File: src/rtl/rate_tick_gen.sv
// -----------------------------------------------------------------------------
// rate_tick_gen
// Front end for the 8-bit up/down LED counter. It synchronises and debounces
// the raw rate-select and direction switches. From those it produces a
// single-cycle count-enable tick at 100 / 10 / 1 / 0.1 Hz, derived from the
// 50 MHz board clock.
//
// Ports:
//   clk       in   system clock (50 MHz)
//   reset     in   asynchronous, active-low reset
//   sw_raw    in   [1:0] raw rate-select switches (asynchronous to clk)
//   ud_raw    in   raw direction switch, 1 = up (asynchronous to clk)
//   hold      in   (RATE_HOLD_EN only) synchronous freeze of the rate divider
//   tick      out  one-cycle count enable for the counter stage
//   sw_q      out  [1:0] debounced rate select
//   ud_q      out  debounced direction
//   rate_chg  out  one-cycle pulse, one cycle after sw_q commits a new value
//
// Build option:
//   RATE_HOLD_EN  adds the hold input. While hold is high the base prescaler
//                 and the rate counter freeze, and tick stays low. Debouncing
//                 keeps running while hold is high.
// -----------------------------------------------------------------------------
module rate_tick_gen #(
  parameter int unsigned BASE_DIV = 50000,
  parameter int unsigned DEB_CYC  = 500000,
  parameter logic [1:0]  SW_RST   = 2'b11
) (
  input  logic       clk,
  input  logic       reset,
  input  logic [1:0] sw_raw,
  input  logic       ud_raw,
`ifdef RATE_HOLD_EN
  input  logic       hold,
`endif
  output logic       tick,
  output logic [1:0] sw_q,
  output logic       ud_q,
  output logic       rate_chg
);

  localparam int unsigned BASE_W = (BASE_DIV > 1) ? $clog2(BASE_DIV) : 1;
  localparam int unsigned DEB_W  = (DEB_CYC > 1) ? $clog2(DEB_CYC) : 1;

  localparam logic [BASE_W-1:0] BASE_LAST = BASE_W'(BASE_DIV - 1);
  localparam logic [DEB_W-1:0]  DEB_LAST  = DEB_W'(DEB_CYC - 1);
  localparam logic [2:0]        RST_VEC   = {SW_RST, 1'b1};

  // Last rate_cnt value of a period (N-1) for each rate selection
  function automatic logic [13:0] rate_last(input logic [1:0] sel);
    logic [13:0] last;
    case (sel)
      2'd3:    last = 14'd9;
      2'd2:    last = 14'd99;
      2'd1:    last = 14'd999;
      2'd0:    last = 14'd9999;
      default: last = 14'd9999;
    endcase
    return last;
  endfunction

  logic [2:0]        sync1_r;
  logic [2:0]        sync2_r;
  logic [2:0]        cand_r;
  logic [DEB_W-1:0]  deb_cnt_r;
  logic [BASE_W-1:0] base_cnt_r;
  logic [13:0]       rate_cnt_r;
  logic              rate_chg_pend_r;

  logic [2:0]        cand_nxt_s;
  logic [DEB_W-1:0]  deb_cnt_nxt_s;
  logic              commit_s;
  logic              rate_commit_s;
  logic              base_tick_s;
  logic              hold_s;
  logic [BASE_W-1:0] base_cnt_nxt_s;
  logic [13:0]       rate_cnt_nxt_s;
  logic              tick_nxt_s;

`ifdef RATE_HOLD_EN
  assign hold_s = hold;
`else
  assign hold_s = 1'b0;
`endif

  assign base_tick_s = (base_cnt_r == BASE_LAST);
  // Only a change of the rate bits restarts the divider; a direction-only
  // commit leaves the period untouched.
  assign rate_commit_s = commit_s && (cand_r[2:1] != sw_q);

  // Two-flop synchroniser on {sw_raw, ud_raw}
  always_ff @(posedge clk or negedge reset) begin
    if (!reset) begin
      sync1_r <= RST_VEC;
      sync2_r <= RST_VEC;
    end else begin
      sync1_r <= {sw_raw, ud_raw};
      sync2_r <= sync1_r;
    end
  end

  // Debounce decision: restart on any change, commit after DEB_CYC stable cycles
  always_comb begin
    cand_nxt_s    = cand_r;
    deb_cnt_nxt_s = deb_cnt_r;
    commit_s      = 1'b0;
    if (sync2_r != cand_r) begin
      cand_nxt_s    = sync2_r;
      deb_cnt_nxt_s = '0;
    end else if (cand_r != {sw_q, ud_q}) begin
      if (deb_cnt_r == DEB_LAST) begin
        commit_s      = 1'b1;
        deb_cnt_nxt_s = '0;
      end else begin
        deb_cnt_nxt_s = deb_cnt_r + DEB_W'(1);
      end
    end else begin
      deb_cnt_nxt_s = deb_cnt_r;
    end
  end

  // Debounce state and committed switch outputs
  always_ff @(posedge clk or negedge reset) begin
    if (!reset) begin
      cand_r    <= RST_VEC;
      deb_cnt_r <= '0;
      sw_q      <= SW_RST;
      ud_q      <= 1'b1;
    end else begin
      cand_r    <= cand_nxt_s;
      deb_cnt_r <= deb_cnt_nxt_s;
      if (commit_s) begin
        {sw_q, ud_q} <= cand_r;
      end
    end
  end

  // Divider next state: a rate restart beats hold and the terminal count
  always_comb begin
    base_cnt_nxt_s = base_cnt_r;
    rate_cnt_nxt_s = rate_cnt_r;
    tick_nxt_s     = 1'b0;
    if (rate_commit_s) begin
      base_cnt_nxt_s = '0;
      rate_cnt_nxt_s = 14'd0;
      tick_nxt_s     = 1'b0;
    end else if (hold_s) begin
      base_cnt_nxt_s = base_cnt_r;
      rate_cnt_nxt_s = rate_cnt_r;
      tick_nxt_s     = 1'b0;
    end else if (base_tick_s) begin
      base_cnt_nxt_s = '0;
      if (rate_cnt_r == rate_last(sw_q)) begin
        rate_cnt_nxt_s = 14'd0;
        tick_nxt_s     = 1'b1;
      end else begin
        rate_cnt_nxt_s = rate_cnt_r + 14'd1;
      end
    end else begin
      base_cnt_nxt_s = base_cnt_r + BASE_W'(1);
    end
  end

  // Divider registers and the registered tick
  always_ff @(posedge clk or negedge reset) begin
    if (!reset) begin
      base_cnt_r <= '0;
      rate_cnt_r <= 14'd0;
      tick       <= 1'b0;
    end else begin
      base_cnt_r <= base_cnt_nxt_s;
      rate_cnt_r <= rate_cnt_nxt_s;
      tick       <= tick_nxt_s;
    end
  end

  // rate_chg is delayed one cycle behind the sw_q update through a pending flop
  always_ff @(posedge clk or negedge reset) begin
    if (!reset) begin
      rate_chg_pend_r <= 1'b0;
      rate_chg        <= 1'b0;
    end else begin
      rate_chg_pend_r <= rate_commit_s;
      rate_chg        <= rate_chg_pend_r;
    end
  end

endmodule

File: config.mk
export PLATFORM = sky130hd
export DESIGN_NAME = rate_tick_gen
export DESIGN_NICKNAME = d
export VERILOG_FILES = /design/src/rtl/rate_tick_gen.sv
export SDC_FILE = /design/constraint.sdc
export NUM_CORES = 1
export LEC_CHECK = 0
export ABC_AREA = 0
export ABC_CLOCK_PERIOD_IN_PS = 1950
export BUFFER_PORTS_ARGS = -buffer_cell sky130_fd_sc_hd__buf_4
export CAP_MARGIN = 15
export CORE_ASPECT_RATIO = 1.1
export CORE_MARGIN = 2
export CORE_UTILIZATION = 55
export CTS_CLUSTER_DIAMETER = 100
export DETAILED_ROUTE_END_ITERATION = 10
export PLACE_DENSITY = 0.8
export RECOVER_POWER = 100
export SYNTH_ARGS = -nofsm -noshare
export SYNTH_HDL_FRONTEND = slang
export SYNTH_SLANG_ARGS = --single-unit
File: constraint.sdc
create_clock -name clk -period 1.95 [get_ports clk]
set_input_delay 0.39 -clock clk [delete_from_list [all_inputs] [get_ports clk]]
set_output_delay 0.39 -clock clk [all_outputs]
set_load 0.1 [all_outputs]
After elaboration in Yosys (flattened, before gate mapping)
Index checks and enable logic that the tools add are counted.
{"block": "word_totals", "ff_bits": 64, "inputBits": 5, "output_inout_bits": 5, "word_cells": 44}
{"block": "classes", "addsub": 3, "n_eq_ne": 9, "mux": 17, "reduce_logical": 4}
{"operator": "two-way mux 14 bit", "n": 5}
{"operator": "two-way mux 19 bit", "n": 3}
{"operator": "one-hot mux 14 bit (4 select lines)", "n": 1}
{"operator": "two-way mux 16 bit", "n": 2}
{"operator": "adder 19 x 1 -> 19 bit, second input constant", "n": 1}
{"operator": "== test 19 bit, second input constant", "n": 1}
{"operator": "adder 16 x 1 -> 16 bit, second input constant", "n": 1}
{"operator": "== test 16 bit, second input constant", "n": 1}
{"operator": "adder 14 x 1 -> 14 bit, second input constant", "n": 1}
{"operator": "== test 14 bit", "n": 1}
{"operator": "two-way mux 1 bit", "n": 6}
{"operator": "inequality test 3 bit", "n": 2}
{"operator": "== test 2 bit, second input constant", "n": 2}
{"operator": "nonzero test 2 bit", "n": 2}
{"operator": "== test 2 x 1 -> 1 bit, second input constant", "n": 1}
{"operator": "logical NOT 2 bit", "n": 1}
{"operator": "inequality test 2 bit", "n": 1}
{"operator": "logical AND 1 bit", "n": 1}

Longest topological paths before layout
Gate-level depths: netlist (run 1).
{"block": "depth", "ltp_word": 10, "mapped_depth": 8, "mapped_depth_nobuf": 7}

Worst setup path after synthesis (run 1)
Ideal clock, no wire load.
{"block": "synth_timing", "kind": "register to register", "start": "register sw_q[1]", "end": "register rate_cnt_r[10]", "setup_ns": 0.127, "t_arrival_ns": 2.416, "required_time_ns": 1.823, "slack_ns": -0.593, "path_stages_with_launch": 8, "path_buffers": 0, "synth_period_minus_slack_ns": 2.543, "path_cell_list": "dfstp_2 inv_1 ha_1 or4b_1 a22oi_1 nand3_1 a22oi_1 a21oi_1"}
{"block": "synth_between", "elab_chain_cells": 8, "word_cells_on_any_way": 17, "classes_between": "6 x eq/ne; 8 x mux; 3 x reduce/logical"}
{"element": "from (decl)", "line": "37", "text": "output logic [1:0] sw_q,"}
{"element": "from (signal assigned)", "line": "133", "text": "{sw_q, ud_q} <= cand_r;"}
{"element": "== test 2 x 1 -> 1 bit (tied with other cells)", "line": "52", "text": "case (sel)"}
{"element": "one-hot mux 14 bit (4 select lines)", "line": "52"}
{"element": "two-way mux 14 bit", "line": "151", "text": "end else if (base_tick_s) begin"}
{"element": "two-way mux 14 bit", "line": "143", "text": "if (rate_commit_s) begin"}
{"element": "== test 14 bit", "line": "153", "text": "if (rate_cnt_r == rate_last(sw_q)) begin"}
{"element": "two-way mux 14 bit", "line": "153"}
{"element": "two-way mux 14 bit", "line": "151"}
{"element": "two-way mux 14 bit", "line": "143"}
{"element": "to (signal assigned)", "line": "172", "text": "rate_cnt_r <= rate_cnt_nxt_s;"}
{"element": "to (decl)", "line": "67", "text": "logic [13:0] rate_cnt_r;"}
Several ways; a longest one is shown, not always the timed one. The select of a mux whose other input is x is not followed.
A chain may end at the register's enable or synchronous reset.

Worst setup path in the final report (run 1)
{"block": "layout_timing", "start": "register sw_q[0]", "end": "register rate_cnt_r[6]"}
The elaborated chain is that of the path after synthesis.

==> results by group, run 1 <==
Logic synthesis
  – Synth area leader: dfrtp_1
  – Cell count after synthesis: 343
  – Number of synthesized flops with an enable pin: 0
  – Seq/Total Area, Yosys: 47.3%
  – YS warnings: 0
  – Post-synthesis cell area: 3420 um^2
  – Syn avg cell area: 9.96 um^2
  – Synth top area cells: dfrtp_1 (38%), dfstp_2 (9.2%), xnor2_1 (6.2%)
  – Post-synth top area share: 38.1%
  – #FFs+latches synth: 64
  – Synth cell types: 58
  – Net Count, Synth: 354
  – Post-synth ARST share: 100%
  – Post-synth top flop: dfrtp_1

Clock network
  – Max Buffers Root-to-Sink: 2
  – Worst-Skew Late Latency: 0.35 ns
  – CTS Buf Count: 9
  – Reg clk slew, reported paths: 0.07 ns
  – Clock Root Buffer: clkbuf_8
  – H-tree depth: 3
  – Clock sinks: 64
  – CTS tree: done

Routing
  – # DRC: 0
  – Final ANT Viol Nets: 0
  – Met2 wire length: 3950 um
  – Max Used Layer: met4
  – DR vias: 2794
  – DR vias/cell: 5.93
  – Met3 WL post-DR: 429 um
  – Final WL: 7850 um
  – Iter 0 DRT Violations: 226
  – Drt first pass iters: 5
  – Avg WL per Cell: 16.7 um
  – Metal-1 WL: 3290 um

Floorplan
  – Die height: 86.7 um
  – Core ar.: 6080 um^2
  – Die W: 79.1 um
  – IO Pins: 10
  – Site row count: 30
  – Initial Util: 56.2%
  – Total Die Area: 6860 um^2

Timing
  – Final Hold Viols: 0
  – Worst Skew: 0.0113 ns
  – Setup ws final: -0.243 ns
  – Tightest Pin Transition: 0.752 ns
  – Period utilization: 112%
  – RSZ-0062 raised after global routing: yes
  – Tmin final: 2.19 ns
  – Final slew viol count: 0
  – Final setup vio count: 17
  – Slew headroom: 49.9%
  – Fmax: 456 MHz

Critical path
  – Crit path launch type: register
  – R2R cell count: 8
  – Crit-path slowest cell: dfstp_4
  – Crit path cell chain: inv_4 > ha_4 > or4b_4 > a22oi_2 > nand3_4 > buf_4 > nand3_2 > a21oi_2
  – CP max stage delay: 0.63 ns
  – RR Startpoint: sw_q[0]
  – Critical-path maximum fanout: 6
  – Critical Path AT: 2.43 ns
  – CP Data Required Time: 2.19 ns
  – WP buf/inv: 2
  – Reg-to-reg slack, setup: -0.24 ns
  – CP Class: reg -> reg
  – CP endpoint kind: register
  – Worst path top cell family by delay: simple AND/OR/NAND/NOR gates
  – FF-to-FF End: rate_cnt_r[6]

Global routing
  – First-pass GRT wire length: 12800 um
  – Vias in the first global route: 2748
  – Gr ovfl total: 0
  – Largest net degree at the start of global routing: 32
  – Antenna violations before repair: 0
  – Tot GR Track Use: 24.3%

Hold path
  – Hold EP: sync1_r[1]
  – Hold path depth: 1
  – Hold/Removal Path Class: in -> reg
  – Hold path start: sw_raw[0]

Run status
  – Failing checks: setup timing
  – Status: complete, but fails checks

Place
  – Cell Area, Placed: 3810 um^2
  – Routability congestion estimate: 0.884
  – Port Buf Inserts: 9
  – Placement Setup Slack: -0.281 ns
  – Post-placement cell count: 452
  – Post-DP HPWL: 5110 um

Power and ir drop
  – LEAKAGE: 1.72 nW
  – Worst VDD drop: 0.000553 V
  – Overall Power: 2.74 mW
  – Pwr/cell area: 647 nW/um^2

Cells and area
  – Antenna Cells: 0
  – Post-layout instance area: 4230 um^2
  – Share of layout cells above drive strength 1: 30.4%
  – Post-Route Utilization: 69.6%
  – Layout Area Growth over Synthesis: 23.8%
  – Fin cells: 471
  – Final nets: 397

Job
  – Max-Cap Viols: 0
## cell usage in the layout (no fill, tap or decap), types with 3 or more instances in the layout
cell	instances
dfrtp_1	52
nor2_1	38
buf_4	36
xnor2_1	23
nand2_1	22
nand3_1	22
nor3_1	12
xor2_1	12
and3_1	11
nand4_1	10
clkbuf_8	10
a21oi_1	7
clkbuf_2	7
inv_1	6
or3_1	6
dfstp_2	6
a2111oi_4	5
clkbuf_4	5
and2_1	4
nand3_2	4
mux2_2	4
ha_1	4
nor4_1	3
o21ai_2	3
a31oi_1	3
and4_1	3
a21oi_2	3
o21ai_0	3
a211oi_1	3
dfstp_4	3
dfstp_1	3
## registers in the layout (all words and copies together), names as in the netlist
signal and flops:
cand_r 3, rate_cnt_r 14, sync1_r 3, base_cnt_r 16
tick 1, rate_chg 1, rate_chg_pend_r 1, sw_q 2
sync2_r 3, deb_cnt_r 19, ud_q 1
## worst max-delay path by stage
stage                 start       endpoint  slack [ns]  depth (start not counted)
floorplan           sw_q[1]  rate_cnt_r[9]       -0.38                          7
global placement    sw_q[1]  rate_cnt_r[9]       -0.24                          7
detailed placement  sw_q[1]  rate_cnt_r[9]       -0.28                          7
CTS                 sw_q[1]  rate_cnt_r[9]       -0.26                          7
global route        sw_q[0]  rate_cnt_r[9]       -0.32                          7
finish              sw_q[0]  rate_cnt_r[6]       -0.24                          8
## cell families after synthesis
family / share of synthesized area (%)
and+or+nand+nor: 25.8
DFF: 47.3
AOI/OAI and AO/OA: 9.52
xor gates and xnor gates: 9.49
buffers and inverters: 4.07
adders and majority gates: 2.20
muxes: 1.61
## worst register-to-register path, cell delays in order (launching register included)
cell and delay, ns:
dfstp_4 0.63, inv_4 0.04, ha_4 0.22, or4b_4 0.48
a22oi_2 0.28, nand3_4 0.17, buf_4 0.18, nand3_2 0.05
a21oi_2 0.05
## layout make-up
type / count / area [um^2]
Clock buffer: 11 / 141
Clock inverter: 5 / 80.1
Fill cell: 444 / 1850
Inverter: 8 / 35.0
Multi-Input combinational cell: 252 / 1870
Sequential cell: 64 / 1630
Tap cell: 80 / 100
Timing Repair Buffer: 51 / 375
## cell usage after synthesis (all sizes together) (5+ instances only)
master,count
clkbuf,8
dfrtp,52
nor2,40
a211oi,6
and2,5
inv,8
nand4,12
dfstp,12
and3,11
or3,6
nand2,22
o21ai,7
xor2,13
ha,6
a21oi,10
buf,11
nand3,27
xnor2,24
a2111oi,5
nor3,14
## per-stage QoR
stage                     setup TNS, ns  hold slack (ns)
after global placement            -2.82            0.332
after CTS                         -2.46            0.140
after floorplan                   -3.60           0.0944
after detailed placement          -3.63            0.335
final                             -2.16            0.153
after global routing              -6.64            0.145
## what timing repair did
item | in CTS | in global routing
pin swaps | 5 | 17
endpoints found under the setup margin | 27 | 28
gates resized for setup | 13 | 27
endpoints found under the hold margin | 17 | 0
setup buffers | 0 | 2
hold buffers | 1 | 0
## report_power, final
part | switching, mW | internal, mW
Sequential | 0.00980 | 1.35
Combinational | 0.0727 | 0.0370
Clock | 0.522 | 0.752
## per-layer routing
| layer | track usage (%) | vias up |
|---|---|---|
| li1 | - | 1305 |
| met4 | 8.93 | 0 |
| met2 | 39.3 | 88 |
| met5 | 0 | - |
| met3 | 6.15 | 21 |
| met1 | 31.6 | 1380 |
(Power assumes the default switching activity.)
==> run 2, diff against run 1 <==
--- a/config.mk
+++ b/config.mk
@@ -6,15 +6,15 @@
 export NUM_CORES = 1
 export LEC_CHECK = 0
 export ABC_AREA = 0
-export ABC_CLOCK_PERIOD_IN_PS = 1950
-export BUFFER_PORTS_ARGS = -buffer_cell sky130_fd_sc_hd__buf_4
 export CAP_MARGIN = 15
 export CORE_ASPECT_RATIO = 1.1
 export CORE_MARGIN = 2
 export CORE_UTILIZATION = 55
+export CTS_BUF_LIST = sky130_fd_sc_hd__clkbuf_8 sky130_fd_sc_hd__clkbuf_16
 export CTS_CLUSTER_DIAMETER = 100
 export DETAILED_ROUTE_END_ITERATION = 10
-export PLACE_DENSITY = 0.8
+export DONT_BUFFER_PORTS = 1
+export PLACE_DENSITY = 0.78
 export RECOVER_POWER = 100
 export SYNTH_ARGS = -nofsm -noshare
 export SYNTH_HDL_FRONTEND = slang
==> run 2 against run 1 <==
  * Global-route usage grew 0.67 points
  * Via count grew 1.9%
  * The flow still finishes with violations (setup timing)
  * Sequential share of layout area shrank 1.3 points
  * Critical endpoint is now rate_cnt_r[9]
  * Flip-flop and latch count is the same
  * Critical path type unchanged
  * Design area grew 3.5%
  * Routed wire length grew 4.2%
  * Non-clock buffer count grew 2
==> results by group, run 2 (synthesized netlist as in run 1, its figures left out) <==
Critical path
  – Crit path cell chain: inv_2 > ha_4 > or4b_4 > a22oi_2 > nand3_4 > a21oi_2 > a211oi_1
  – CP Data Required Time: 2.19 ns
  – WP buf/inv: 1
  – CP max stage delay: 0.62 ns
  – Critical Path AT: 2.40 ns
  – CP Class: reg -> reg
  – Crit-path slowest cell: dfstp_4
  – CP Depth: 7
  – R2R cell count: 7
  – Critical-path maximum fanout: 6
  – CP endpoint kind: register
  – Worst path top cell family by delay: simple AND/OR/NAND/NOR gates
  – Crit path launch type: register

Cells and area
  – Antenna Cells: 0
  – Final nets: 400
  – Share of layout cells above drive strength 1: 32.2%
  – Fin cells: 474
  – Most frequent cells in the layout: dfrtp_1 (52), buf_4 (38), nor2_1 (37)
  – Fill count: 408
  – Max reg flops: 19
  – Top reg by flops: deb_cnt_r
  – Post-Route Utilization: 72.0%
  – Most common cell after layout, fill and taps aside: dfrtp_1
  – Biggest registers after layout: deb_cnt_r x19, base_cnt_r x16, rate_cnt_r x14
  – Layout Area Growth over Synthesis: 28.1%

Timing
  – RSZ-0062 raised after global routing: yes
  – Slew headroom: 42.6%
  – Worst Skew: 0.0110 ns
  – Tmin final: 2.16 ns
  – Setup ws final: -0.208 ns
  – Period utilization: 111%
  – Tightest Pin Transition: 0.861 ns
  – Fmax: 463 MHz
  – Final Hold Viols: 0
  – Final setup vio count: 25
  – Final slew viol count: 0

Routing
  – Final ANT Viol Nets: 0
  – Final WL: 8180 um
  – Drt first pass iters: 5
  – Avg WL per Cell: 17.3 um
  – Iter 0 DRT Violations: 212
  – DR vias/cell: 6.01
  – DR vias: 2848
  – # DRC: 0

Power and ir drop
  – LEAKAGE: 1.79 nW
  – Sw power: 644 uW
  – Switching Fraction: 22.3%
  – Worst VDD drop: 0.000800 V
  – Clk pwr share: 48.6%
  – Seq pwr share: 46.9%
  – Comb power frac: 4.5%
  – Pwr/cell area: 661 nW/um^2
  – Power Internal: 2.25 mW

Clock network
  – Reg clk slew, reported paths: 0.07 ns
  – H-tree depth: 3
  – Clock sinks: 64
  – Worst-Skew Late Latency: 0.35 ns
  – CTS Buf Count: 9
  – Max Buffers Root-to-Sink: 2
  – Clock Root Buffer: clkbuf_8
  – CTS tree: done

Run status
  – Failing checks: setup timing
  – Status: complete, but fails checks

Place
  – Routability congestion estimate: 0.933
  – Post-DP HPWL: 4930 um
  – Post-placement cell count: 448
  – Placement Setup Slack: -0.313 ns
  – Port Buf Inserts: 0

Global routing
  – Largest net degree at the start of global routing: 65
  – Antenna violations before repair: 0
  – Tot GR Track Use: 24.9%
  – First-pass GRT wire length: 13300 um
  – GR peak layer: met2
  – Met3 usage: 4.48%
  – Gr ovfl total: 0
  – Routing usage on met2: 40.1%
  – Vias in the first global route: 2784
  – GR met1 Demand/Resource: 33.1%

Floorplan
  – IO Pins: 10
  – Die W: 79.1 um
  – Site row count: 30
  – Total Die Area: 6860 um^2
  – Die height: 86.7 um
  – Core ar.: 6080 um^2
  – Initial Util: 56.2%

Hold path
  – Hold/Removal Path Class: in -> reg
  – Hold path depth: 0

Job
  – Max-Cap Viols: 0
## run 2: cell count changes in the layout (fill, tap and decap cells not counted), moves of 3 or more
cell and change:
a211oi_2 +3, buf_12 +3, buf_6 +5, clkbuf_2 -4
clkbuf_4 -4, nand3_1 +3, nand3_2 -3
## run 2: worst paths after layout
kind | startpoint | end | slack (ns)
max | sw_q[0] | rate_cnt_r[9] | -0.21
min | ud_raw | sync1_r[0] | 0.03
max reg2reg | sw_q[0] | rate_cnt_r[9] | -0.21
min reg2reg | sync1_r[1] | sync2_r[1] | 0.35
max in group asynchronous | reset | rate_cnt_r[9] | 0.67
min in group asynchronous | reset | base_cnt_r[11] | 0.69
## run 2: metal layers
metal / up-vias / share of wire [%]
met3: 24 / 4.6
li1: 1319 / -
met4: 0 / 2.7
met5: - / 0
met2: 91 / 51
met1: 1414 / 41
## run 2: area by class of cell
class,instances,area (um^2),area share [%]
timing repair buffer,53,457,10.4
inverter,8,32.5,0.743
multi-input combinational,253,1920,43.8
clock buffer,9,124,2.83
sequential,64,1630,37.2
tap,80,100,2.29
clock inverter,7,120,2.74
## run 2: stage by stage
stage	cell area (um^2)	TNS (ns)	power (mW)	hold slack, ns
after floorplan	3460	-3.60	1.43	0.0944
after global placement	3790	-7.87	1.44	0.0959
after detailed placement	3790	-9.53	1.45	0.0959
after CTS	4260	-3.14	2.88	0.0274
after global routing	4380	-5.01	2.98	0.0190
final	4380	-2.92	2.89	0.0290
## run 2: power groups by stage
stage | registers [mW] | clock network [mW] | logic (mW)
after global placement | 1.38 | 0 | 0.0637
after detailed placement | 1.38 | 0 | 0.0665
after floorplan | 1.38 | 0 | 0.0475
after global routing | 1.36 | 1.48 | 0.144
final | 1.36 | 1.40 | 0.131
after CTS | 1.36 | 1.41 | 0.114
## run 2: what timing repair did
item	4_1_cts	5_1_grt
pin swaps	19	9
setup endpoints to repair	49	53
gates cloned	0	1
setup buffers	2	6
hold endpoints to repair	64	0
hold buffers	2	0
resized for setup	33	17
==> run 3, diff against run 2 <==
--- a/config.mk
+++ b/config.mk
@@ -7,13 +7,13 @@
 export LEC_CHECK = 0
 export ABC_AREA = 0
 export CAP_MARGIN = 15
-export CORE_ASPECT_RATIO = 1.1
 export CORE_MARGIN = 2
 export CORE_UTILIZATION = 55
 export CTS_BUF_LIST = sky130_fd_sc_hd__clkbuf_8 sky130_fd_sc_hd__clkbuf_16
 export CTS_CLUSTER_DIAMETER = 100
 export DETAILED_ROUTE_END_ITERATION = 10
 export DONT_BUFFER_PORTS = 1
+export HOLD_SLACK_MARGIN = 0.02
 export PLACE_DENSITY = 0.78
 export RECOVER_POWER = 100
 export SYNTH_ARGS = -nofsm -noshare
==> constraint.sdc (replaced) <==
create_clock -name clk -period 1.95 [get_ports clk]
set_input_delay 0.39 -clock clk [delete_from_list [all_inputs] [get_ports clk]]
set_output_delay 0.39 -clock clk [all_outputs]
set_load 0.005 [all_outputs]
==> run 3 against run 2 <==
  * The flow still finishes with violations (setup timing)
  * Sequential power hardly changed
  * Worst hold slack improved by 0.33 ns
  * Flip-flop and latch count stayed put
  * Setup slack better by 0.025 ns
  * Final cell count down 3.0%
  * Count of clock-buffer cells in the layout grew 1
  * Routed wire length is 0.15% lower
  * Die area barely moved
  * Sequential share of layout area up 1.3 points
  * Utilization shrank 1.4 points
  * Clock skew grew 0.0030 ns
  * Via count is 1.0% lower
  * Critical endpoint unchanged
==> results by group, run 3 (synthesized netlist as in run 1, its figures left out) <==
Run status
  – Status: complete, but fails checks
  – Failing checks: setup timing

Cells and area
  – Most frequent cells in the layout: dfrtp_1 (52), nor2_1 (38), buf_4 (35)
  – Layout Area Growth over Synthesis: 23.0%
  – Top reg by flops: deb_cnt_r
  – Fin cells: 460
  – Most common cell after layout, fill and taps aside: dfrtp_1
  – Share of layout cells above drive strength 1: 28.6%
  – Antenna Cells: 0
  – Biggest registers after layout: deb_cnt_r x19, base_cnt_r x16, rate_cnt_r x14
  – Final nets: 391
  – Fill count: 381
  – Post-layout instance area: 4200 um^2
  – Max reg flops: 19

Power and ir drop
  – Seq pwr share: 49.5%
  – Clk pwr share: 46.2%
  – Power Internal: 2.13 mW
  – LEAKAGE: 1.73 nW
  – Pwr/cell area: 651 nW/um^2
  – Sw power: 608 uW
  – Comb power frac: 4.3%
  – Worst VDD drop: 0.000348 V
  – Switching Fraction: 22.2%

Floorplan
  – Site row count: 28
  – Core ar.: 5960 um^2
  – IO Pins: 10
  – Die W: 82.8 um
  – Initial Util: 57.4%
  – Total Die Area: 6860 um^2
  – Die height: 82.8 um

Global routing
  – First-pass GRT wire length: 12600 um
  – Largest net degree at the start of global routing: 65
  – Tot GR Track Use: 22.5%
  – Antenna violations before repair: 0
  – Gr ovfl total: 0
  – Vias in the first global route: 2700

Routing
  – Avg WL per Cell: 17.8 um
  – DR vias/cell: 6.13
  – Final ANT Viol Nets: 0
  – Final WL: 8170 um
  – DR vias: 2819
  – Drt first pass iters: 5
  – # DRC: 0
  – Iter 0 DRT Violations: 207

Place
  – Port Buf Inserts: 0
  – Cell Area, Placed: 3700 um^2
  – Post-placement cell count: 433
  – Routability congestion estimate: 0.970
  – Placement Setup Slack: -0.218 ns
  – Post-DP HPWL: 4920 um

Clock network
  – CTS Buf Count: 9
  – Max Buffers Root-to-Sink: 2
  – Clock Root Buffer: clkbuf_8
  – Worst-Skew Late Latency: 0.36 ns
  – H-tree depth: 3
  – Clock sinks: 64
  – Reg clk slew, reported paths: 0.07 ns
  – CTS tree: done

Timing
  – Worst Skew: 0.0140 ns
  – Tmin final: 2.13 ns
  – Slew headroom: 42.5%
  – Final slew viol count: 0
  – Tightest Pin Transition: 0.862 ns
  – Fmax: 469 MHz
  – Period utilization: 109%
  – Final Hold Viols: 0
  – Setup ws final: -0.183 ns
  – Final setup vio count: 14
  – RSZ-0062 raised after global routing: yes

Critical path
  – CP Data Required Time: 2.18 ns
  – CP endpoint kind: register
  – CP Class: reg -> reg
  – Reg-to-reg slack, setup: -0.18 ns
  – Crit path launch type: register
  – Critical-path maximum fanout: 6
  – Critical Path AT: 2.37 ns
  – R2R cell count: 7

Job
  – Max-Cap Viols: 0

Hold path
  – Hold path depth: 0
  – Hold/Removal Path Class: reg -> reg
run 3: changes by cell type in the layout (fill, tap and decap cells not counted), sizes merged:
cell         delta
dlygate4sd3     +3
buf             -8
inv             +3
clkinv          -3
bufinv          -1
nand2b          -1
clkbuf          -2
run 3: area by class of cell:
type / instances / area, um^2 / area share, %
multi-input combinational: 252 / 1860 / 44.3
sequential: 64 / 1620 / 38.5
timing repair buffer: 45 / 384 / 9.14
clock buffer: 10 / 138 / 3.27
tap: 75 / 93.8 / 2.23
clock inverter: 6 / 78.8 / 1.88
inverter: 8 / 30.0 / 0.714
run 3: worst max-delay path, cell delays in order (launching register included):
cell      delay (ns)
dfstp_2         0.55
inv_2           0.06
ha_4            0.21
or4b_4          0.48
a22oi_2         0.30
nand3_4         0.20
a21oi_2         0.16
a211oi_1        0.07
run 3: metal layers:
metal	track usage (%)	up-vias	share of wire, %	routed length, um
met1	30.1	1399	42	3470
met2	35.9	107	50	4080
met5	0	-	0	0
met3	5.27	21	5.7	465
li1	-	1292	-	-
met4	8.05	0	1.8	148
run 3: power groups by stage:
stage               logic [mW]  clock network, mW  registers, mW
floorplan               0.0469                  0           1.38
global placement        0.0661                  0           1.38
detailed placement      0.0677                  0           1.38
CTS                      0.109               1.27           1.36
global route             0.128               1.34           1.36
finish                   0.117               1.26           1.36
run 3: path summary, 6_finish.rpt:
| check | startpoint | to |
|---|---|---|
| setup reg to reg | sw_q[1] | rate_cnt_r[9] |
| setup / recovery | sw_q[1] | rate_cnt_r[9] |
| min in group asynchronous | reset | base_cnt_r[9] |
| hold reg to reg | rate_chg_pend_r | rate_chg |
| max in group asynchronous | reset | deb_cnt_r[7] |
| hold / removal | rate_chg_pend_r | rate_chg |
run 3: what timing repair did:
item / in CTS / in global routing
gates resized for setup: 13 / 29
hold buffers: 2 / 3
buffers inserted: 2 / 4
setup endpoints to repair: 28 / 23
endpoints found under the hold margin: 64 / 3
pin swaps: 13 / 18
run 3: stage by stage:
| step | TNS, ns | power [mW] | util, % | hold WS [ns] |
|---|---|---|---|---|
| 3_5_place_dp | -3.33 | 1.45 | 62.2 | 0.0956 |
| 3_3_place_gp | -1.49 | 1.45 | 62.2 | 0.0956 |
| 2_1_floorplan | -0.612 | 1.43 | - | 0.0944 |
| 5_1_grt | -3.09 | 2.82 | 70.6 | 0.366 |
| 4_1_cts | -1.27 | 2.73 | 67.6 | 0.0245 |
| 6_report | -1.72 | 2.74 | 70.6 | 0.362 |
